`config.mk`:
```
export PLATFORM = sky130hd
export DESIGN_NAME = buffer_demux_flat
export DESIGN_NICKNAME = d
export VERILOG_FILES = /design/src/rtl/buffer_demux_if.sv /design/src/rtl/buffer_demux.sv /design/src/flat_wrapper.sv
export SDC_FILE = /design/constraint.sdc
export NUM_CORES = 1
export LEC_CHECK = 0
export CAP_MARGIN = 20
export CORE_ASPECT_RATIO = 1.4
export CORE_MARGIN = 1
export CORE_UTILIZATION = 52
export CTS_BUF_LIST = sky130_fd_sc_hd__clkbuf_8 sky130_fd_sc_hd__clkbuf_16
export DETAILED_ROUTE_END_ITERATION = 8
export GPL_ROUTABILITY_DRIVEN = 0
export MAX_ROUTING_LAYER = met4
export PLACE_DENSITY = 0.81
export SYNTH_ARGS = -nofsm -noshare
export SYNTH_HDL_FRONTEND = slang
export SYNTH_SLANG_ARGS = --single-unit
```
`constraint.sdc`:
```
create_clock -name clk -period 4.7 [get_ports clk]
set_input_delay 0.94 -clock clk [delete_from_list [all_inputs] [get_ports clk]]
set_output_delay 0.94 -clock clk [all_outputs]
set_load 0.005 [all_outputs]
```
`src/rtl/buffer_demux_if.sv`:
```
// Bundle of upstream word/handshake and the four per-channel output words with their ready inputs.
// slave is the demux side; master is whoever drives upstream words and consumes the channels.
interface buffer_demux_if;
    logic [34:0] in_data;
    logic        in_ready;
    logic [34:0] out_data0;
    logic [34:0] out_data1;
    logic [34:0] out_data2;
    logic [34:0] out_data3;
    logic        ready0;
    logic        ready1;
    logic        ready2;
    logic        ready3;

    modport slave (
        input  in_data, ready0, ready1, ready2, ready3,
        output in_ready, out_data0, out_data1, out_data2, out_data3
    );

    modport master (
        output in_data, ready0, ready1, ready2, ready3,
        input  in_ready, out_data0, out_data1, out_data2, out_data3
    );
endinterface

```
`src/rtl/buffer_demux.sv`:
```
// Routes upstream words into four 4-deep per-channel FIFOs; any full FIFO stalls all input.
// Optional BUFFER_DEMUX_STATS_EN adds deliv_count, a wrapping count of delivered words.
//
// Handshake: a word moves on a rising edge when its valid bit and the receiver's ready are both
// high; in_ready depends only on FIFO occupancy and reset, never on in_data or the readyN inputs.
module buffer_demux (
    input  logic          clk,
    input  logic          reset,
    buffer_demux_if.slave bus,
    output logic          all_empty
`ifdef BUFFER_DEMUX_STATS_EN
    ,
    output logic [15:0]   deliv_count
`endif
);

    logic [31:0] mem_q    [4][4];
    logic [1:0]  wr_ptr_q [4];
    logic [1:0]  wr_ptr_d [4];
    logic [1:0]  rd_ptr_q [4];
    logic [1:0]  rd_ptr_d [4];
    logic [2:0]  cnt_q    [4];
    logic [2:0]  cnt_d    [4];
    logic [34:0] out_word [4];
    logic [3:0]  push;
    logic [3:0]  pop;
    logic [3:0]  full;
    logic [3:0]  rdy;
    logic        in_ready_w;
    logic        empty_w;

    assign rdy = {bus.ready3, bus.ready2, bus.ready1, bus.ready0};

    always_comb begin
        full       = '0;
        push       = '0;
        pop        = '0;
        empty_w    = 1'b1;
        for (int c = 0; c < 4; c++) begin
            full[c] = (cnt_q[c] == 3'd4);
        end
        in_ready_w = ~reset & ~(|full);
        for (int c = 0; c < 4; c++) begin
            push[c]     = bus.in_data[34] & in_ready_w & (bus.in_data[33:32] == 2'(c));
            pop[c]      = (cnt_q[c] != 3'd0) & rdy[c];
            wr_ptr_d[c] = wr_ptr_q[c] + {1'b0, push[c]};
            rd_ptr_d[c] = rd_ptr_q[c] + {1'b0, pop[c]};
            cnt_d[c]    = cnt_q[c] + {2'b00, push[c]} - {2'b00, pop[c]};
            // Empty channels present an all-zero word, not a stale head.
            out_word[c] = (cnt_q[c] != 3'd0) ? {1'b1, 2'(c), mem_q[c][rd_ptr_q[c]]} : 35'h0;
            empty_w     = empty_w & (cnt_q[c] == 3'd0);
        end
    end

    assign bus.in_ready  = in_ready_w;
    assign bus.out_data0 = out_word[0];
    assign bus.out_data1 = out_word[1];
    assign bus.out_data2 = out_word[2];
    assign bus.out_data3 = out_word[3];
    assign all_empty     = empty_w;

    always_ff @(posedge clk) begin
        if (reset) begin
            for (int c = 0; c < 4; c++) begin
                wr_ptr_q[c] <= 2'd0;
                rd_ptr_q[c] <= 2'd0;
                cnt_q[c]    <= 3'd0;
            end
        end else begin
            for (int c = 0; c < 4; c++) begin
                wr_ptr_q[c] <= wr_ptr_d[c];
                rd_ptr_q[c] <= rd_ptr_d[c];
                cnt_q[c]    <= cnt_d[c];
            end
        end
    end

    // Storage needs no reset; push is already gated off while reset is high.
    always_ff @(posedge clk) begin
        for (int c = 0; c < 4; c++) begin
            if (push[c]) begin
                mem_q[c][wr_ptr_q[c]] <= bus.in_data[31:0];
            end
        end
    end

`ifdef BUFFER_DEMUX_STATS_EN
    logic [15:0] deliv_q;
    logic [15:0] deliv_d;
    logic [2:0]  pop_sum;

    always_comb begin
        pop_sum = {2'b00, pop[0]} + {2'b00, pop[1]} + {2'b00, pop[2]} + {2'b00, pop[3]};
        deliv_d = deliv_q + {13'd0, pop_sum};
    end

    always_ff @(posedge clk) begin
        if (reset) begin
            deliv_q <= 16'd0;
        end else begin
            deliv_q <= deliv_d;
        end
    end

    assign deliv_count = deliv_q;
`endif

endmodule
```
`src/flat_wrapper.sv`:
```
// flat-port wrapper written by rule: the top's interface ports become plain ports
module buffer_demux_flat 
  (clk, reset, all_empty, bus_in_data, bus_ready0, bus_ready1, bus_ready2, bus_ready3, bus_in_ready, bus_out_data0, bus_out_data1, bus_out_data2, bus_out_data3);
  buffer_demux_if bus_i ();
  input  logic clk;
  input  logic reset;
  output logic all_empty;
  input wire logic [$bits(bus_i.in_data)-1:0] bus_in_data;
  input wire logic [$bits(bus_i.ready0)-1:0] bus_ready0;
  input wire logic [$bits(bus_i.ready1)-1:0] bus_ready1;
  input wire logic [$bits(bus_i.ready2)-1:0] bus_ready2;
  input wire logic [$bits(bus_i.ready3)-1:0] bus_ready3;
  output wire logic [$bits(bus_i.in_ready)-1:0] bus_in_ready;
  output wire logic [$bits(bus_i.out_data0)-1:0] bus_out_data0;
  output wire logic [$bits(bus_i.out_data1)-1:0] bus_out_data1;
  output wire logic [$bits(bus_i.out_data2)-1:0] bus_out_data2;
  output wire logic [$bits(bus_i.out_data3)-1:0] bus_out_data3;
  assign bus_i.in_data = bus_in_data;
  assign bus_i.ready0 = bus_ready0;
  assign bus_i.ready1 = bus_ready1;
  assign bus_i.ready2 = bus_ready2;
  assign bus_i.ready3 = bus_ready3;
  assign bus_in_ready = bus_i.in_ready;
  assign bus_out_data0 = bus_i.out_data0;
  assign bus_out_data1 = bus_i.out_data1;
  assign bus_out_data2 = bus_i.out_data2;
  assign bus_out_data3 = bus_i.out_data3;
  buffer_demux u_core (.clk(clk), .reset(reset), .bus(bus_i), .all_empty(all_empty));
endmodule
```
==> results by stage <==
Status:
- The run finished with clean final reports.

Clock network:
- The TritonCTS clock tree is yes.
- CTS saw 540 sinks.
- After clock tree synthesis, the clock-pin slew on the worst setup and hold paths is 70 ps.
- After clock tree synthesis, the flow added hold-fix buffers numbering 0.
- After clock tree synthesis, the repair step resized 0 gates.
- The total setup buffers inserted after CTS is 0.
- The deepest level of the CTS H-tree is 2.
- The tree is rooted in a sky130_fd_sc_hd__clkbuf_16.
- The CTS buffer count is 48.
- The later-pin clock latency in the skew report is 570 ps.
- Counting along the longest clock path gives a buffer depth of 3.

Placed design:
- Summed over all nets, the half-perimeter wirelength after detailed placement is 27810 um.
- The minimum setup slack after placement is 1149 ps.
- Buffers placed on the I/O ports in this run total 178.
- Once placement completed, the tool counted placed cells totaling 1684.
- Once placement finished, the instance area stood at 23570 um^2.

Yosys:
- Synthesis handed over a netlist of 989 instances.
- The total of flip-flops plus latches after synthesis is 540.
- The area share of the largest cell type after synthesis is 0.7357.
- Summing every instance area after synthesis gives 20900 um^2.
- The cell type with the highest aggregate area in the netlist is sky130_fd_sc_hd__edfxtp_1.
- The number of unique standard cell types used by synthesis is 29.
- Averaged over all synthesized cells, the footprint is 21.13 um^2.
- The number of synthesis warnings is 0.
- Sorting the synthesized cells by area gives the leading types as sky130_fd_sc_hd__edfxtp_1 (74%), sky130_fd_sc_hd__mux4_2 (14%), sky130_fd_sc_hd__nor2b_1 (3.8%).
- The proportion of synthesized chip area in sequential cells is 0.7625.

Power:
- The power per cell area is 540.1 nW/um^2.
- The peak supply drop is 302.2 uV.
- The leakage component of the power is 7.954 nW.

STA:
- For the final database, setup skew stands at 18.65 ps.
- Measured against its own limit, the worst slew margin works out to 0.2435.
- Setup repair after global routing left no endpoint under its margin.
- The final count of hold timing violations was 0.
- Hold timing on the final database bottoms out at a slack of 537.6 ps.
- Derived from the worst setup path, the maximum achievable clock frequency is 0.2596 GHz.
- In the finished design, the share of the clock period the worst path needs comes to 0.8197.
- The max-slew violation count is 0.
- Subtracting the final worst setup slack from the clock period gives 3853 ps.
- Setup slack closes at 847.3 ps.
- After routing, the total negative slack on setup checks comes to 0 ps.
- For the pin with the worst max-slew slack, the measured transition is 1135 ps.
- The number of setup violations in the final report is 0.

Setup path:
- STA puts the critical path data required time at 3760 ps.
- The number of cells on the worst reg-to-reg path is 10.
- The origin of the worst setup path is u_core.rd_ptr_q[0][0].
- Following the worst setup path forward leads to its endpoint at bus_out_data0[22].
- The biggest fanout along the worst timing path is 17.
- STA classifies the critical path endpoint as an output port.
- The worst reg2reg path endpoint is u_core.cnt_q[0][11].
- Across all register-to-register paths, the minimum setup slack is 1780 ps.
- The setup path with the least slack is of type flop to output port.
- STA classifies the critical path startpoint as a flop.
- The critical register-to-register path startpoint is u_core.cnt_q[0][10].
- Data arrives at the worst endpoint at 2910 ps.

Drt:
- The count of vias placed by the detailed router is 10460.
- The count of nets left with antenna violations once routing finished came out at 0.
- For this run, design rule violations remaining after detail routing come to 0.
- The first TritonRoute pass finished after 4 iterations.
- For this block, the initial DRC count from the detailed router was 1092.
- After detailed routing, the number of vias per cell comes to 5.908.
- The per-cell routed wire length is 26.98 um.
- The wire length after detailed routing is 47750 um.

Floorplan:
- In this run the vertical extent of the chip is 239.2 um.
- The floorplan row count is 86.
- The initial standard-cell utilization of the core is 0.5292.
- The horizontal die dimension is 171.4 um.
- 183 I/O pins were placed.
- The die covers 41010 um^2.
- The floorplan step defined a core boundary enclosing 39490 um^2.

Cells and area:
- The register area is 15950 um^2.
- The multi-input combinational cell area is 4730 um^2.
- The cell area after layout is 25110 um^2.
- The post-layout instance count excluding filler cells is 1770.
- Fill cells in the final layout number 2568.
- From synthesis to final layout, the design area changed by 20.16%.
- The number of antenna diodes in the final layout is 0.
- The final layout contains 1267 nets.
- In the final layout, the share of cells above drive strength 1 is 0.2150.

Global routing:
- The total grt overflow is 0.
- The number of antenna violations at the first check in global routing is 0.
- The maximum number of pins on one net before global-route repair is 34.
- The first global-routing pass estimated 70060 um of wire.
- The via count of the first global-routing pass is 11000.
- For this run, the total global-route usage over all layers was measured as 0.2492.

Job:
- The number of violations of the max-capacitance limit is 0.

Hold path:
- The classification of the worst-slack hold path is flop to flop.
-- cells in the mapped netlist (all sizes together) --
library cell,instances
and2,2
nor4,10
fa,4
or3b,1
nor2b,128
ha,16
nand4b,2
nand3,1
nor4b,3
nand2b,2
nand2,6
xor2,2
dfxtp,28
nor2,19
mux4,128
edfxtp,512
clkbuf,21
nor3,11
or3,1
a2111o,1
and2b,19
xnor2,12
nor3b,2
conb,1
inv,21
buf,36
-- critical path, stage by stage, from the launching register on --
cell,delay [ps]
sky130_fd_sc_hd__dfxtp_2,820
sky130_fd_sc_hd__buf_12,280
sky130_fd_sc_hd__mux4_2,530
sky130_fd_sc_hd__nor2b_1,160
sky130_fd_sc_hd__clkdlybuf4s50_1,510
-- cells in the final DEF (no fill, tap or decap), types with 3 or more instances in the layout --
cell,netlist,routed
sky130_fd_sc_hd__edfxtp_1,512,512
sky130_fd_sc_hd__clkdlybuf4s50_1,0,178
sky130_fd_sc_hd__mux4_2,128,128
sky130_fd_sc_hd__nor2b_1,128,128
sky130_fd_sc_hd__clkbuf_16,0,48
sky130_fd_sc_hd__buf_4,17,39
sky130_fd_sc_hd__inv_1,21,30
sky130_fd_sc_hd__dfxtp_1,28,20
sky130_fd_sc_hd__and2b_1,19,19
sky130_fd_sc_hd__nor2_1,19,19
sky130_fd_sc_hd__ha_1,16,16
sky130_fd_sc_hd__xnor2_1,12,12
sky130_fd_sc_hd__clkinv_1,0,10
sky130_fd_sc_hd__nor3_2,0,8
sky130_fd_sc_hd__clkinv_2,0,8
sky130_fd_sc_hd__dfxtp_2,0,8
sky130_fd_sc_hd__nor4_2,0,7
sky130_fd_sc_hd__nand2_1,6,6
sky130_fd_sc_hd__bufinv_16,0,6
sky130_fd_sc_hd__fa_1,4,4
sky130_fd_sc_hd__conb_1,1,4
sky130_fd_sc_hd__buf_12,0,4
sky130_fd_sc_hd__nor3_1,11,3
sky130_fd_sc_hd__nor4b_4,0,3
-- worst min path at each step --
stage	startpoint	end	slack, ps	cells past startpoint
6_report	u_core.cnt_q[0][2]	u_core.cnt_q[0][2]	540	2
5_1_grt	u_core.cnt_q[0][2]	u_core.cnt_q[0][2]	580	2
4_1_cts	u_core.cnt_q[0][2]	u_core.cnt_q[0][2]	530	2
3_5_place_dp	u_core.cnt_q[0][2]	u_core.cnt_q[0][2]	520	2
3_3_place_gp	u_core.cnt_q[0][2]	u_core.cnt_q[0][2]	520	2
2_1_floorplan	u_core.cnt_q[0][2]	u_core.cnt_q[0][2]	490	2
-- metrics by stage --
step	total power, mW	util
6_report	13.56	0.6359
2_1_floorplan	7.662	-
4_1_cts	13.66	0.6359
3_3_place_gp	9.690	0.5968
3_5_place_dp	9.761	0.5968
5_1_grt	14.06	0.6359
-- where the power goes --
| part | internal (mW) | switching [mW] | leakage [nW] | total (mW) |
|---|---|---|---|---|
| logic | 2.27 | 1.68 | 2.32 | 3.95 |
| clock network | 2.19 | 1.71 | 0.791 | 3.90 |
| registers | 5.40 | 0.317 | 4.84 | 5.71 |
| total | 9.86 | 3.71 | 7.95 | 13.6 |
-- state kept, by name, summed over array words and instances, names as in the netlist --
signal           cells
u_core.rd_ptr_q      8
u_core.mem_q       512
u_core.cnt_q        12
u_core.wr_ptr_q      8
-- cells by family after synthesis --
logic type | Yosys count | synth area share
xor gates and xnor gates | 14 | 0.005867
muxes | 128 | 0.1379
DFF | 540 | 0.7625
adders and majority gates | 20 | 0.01341
other | 1 | 0.0001794
buffers and inverters | 78 | 0.01844
and+or+nand+nor | 207 | 0.06113
AOI/OAI and AO/OA | 1 | 0.0005388
-- metal layers --
metal	vias to the layer above	GRT usage	wire, um	share of wire
met4	0	0.09145	1673	0.035
li1	4346	-	-	-
met3	114	0.03305	3461	0.072
met5	-	-	0	0
met2	521	0.4164	24970	0.52
met1	5477	0.3120	17650	0.37
-- layout make-up --
| class | instances | area share |
|---|---|---|
| tap | 528 | 0.02631 |
| sequential | 540 | 0.6350 |
| inverter | 21 | 0.003139 |
| timing repair buffer | 221 | 0.08580 |
| clock inverter | 38 | 0.01360 |
| clock buffer | 48 | 0.04783 |
| multi-input combinational | 374 | 0.1883 |
No activity file was read; power rests on OpenSTA's default activity.
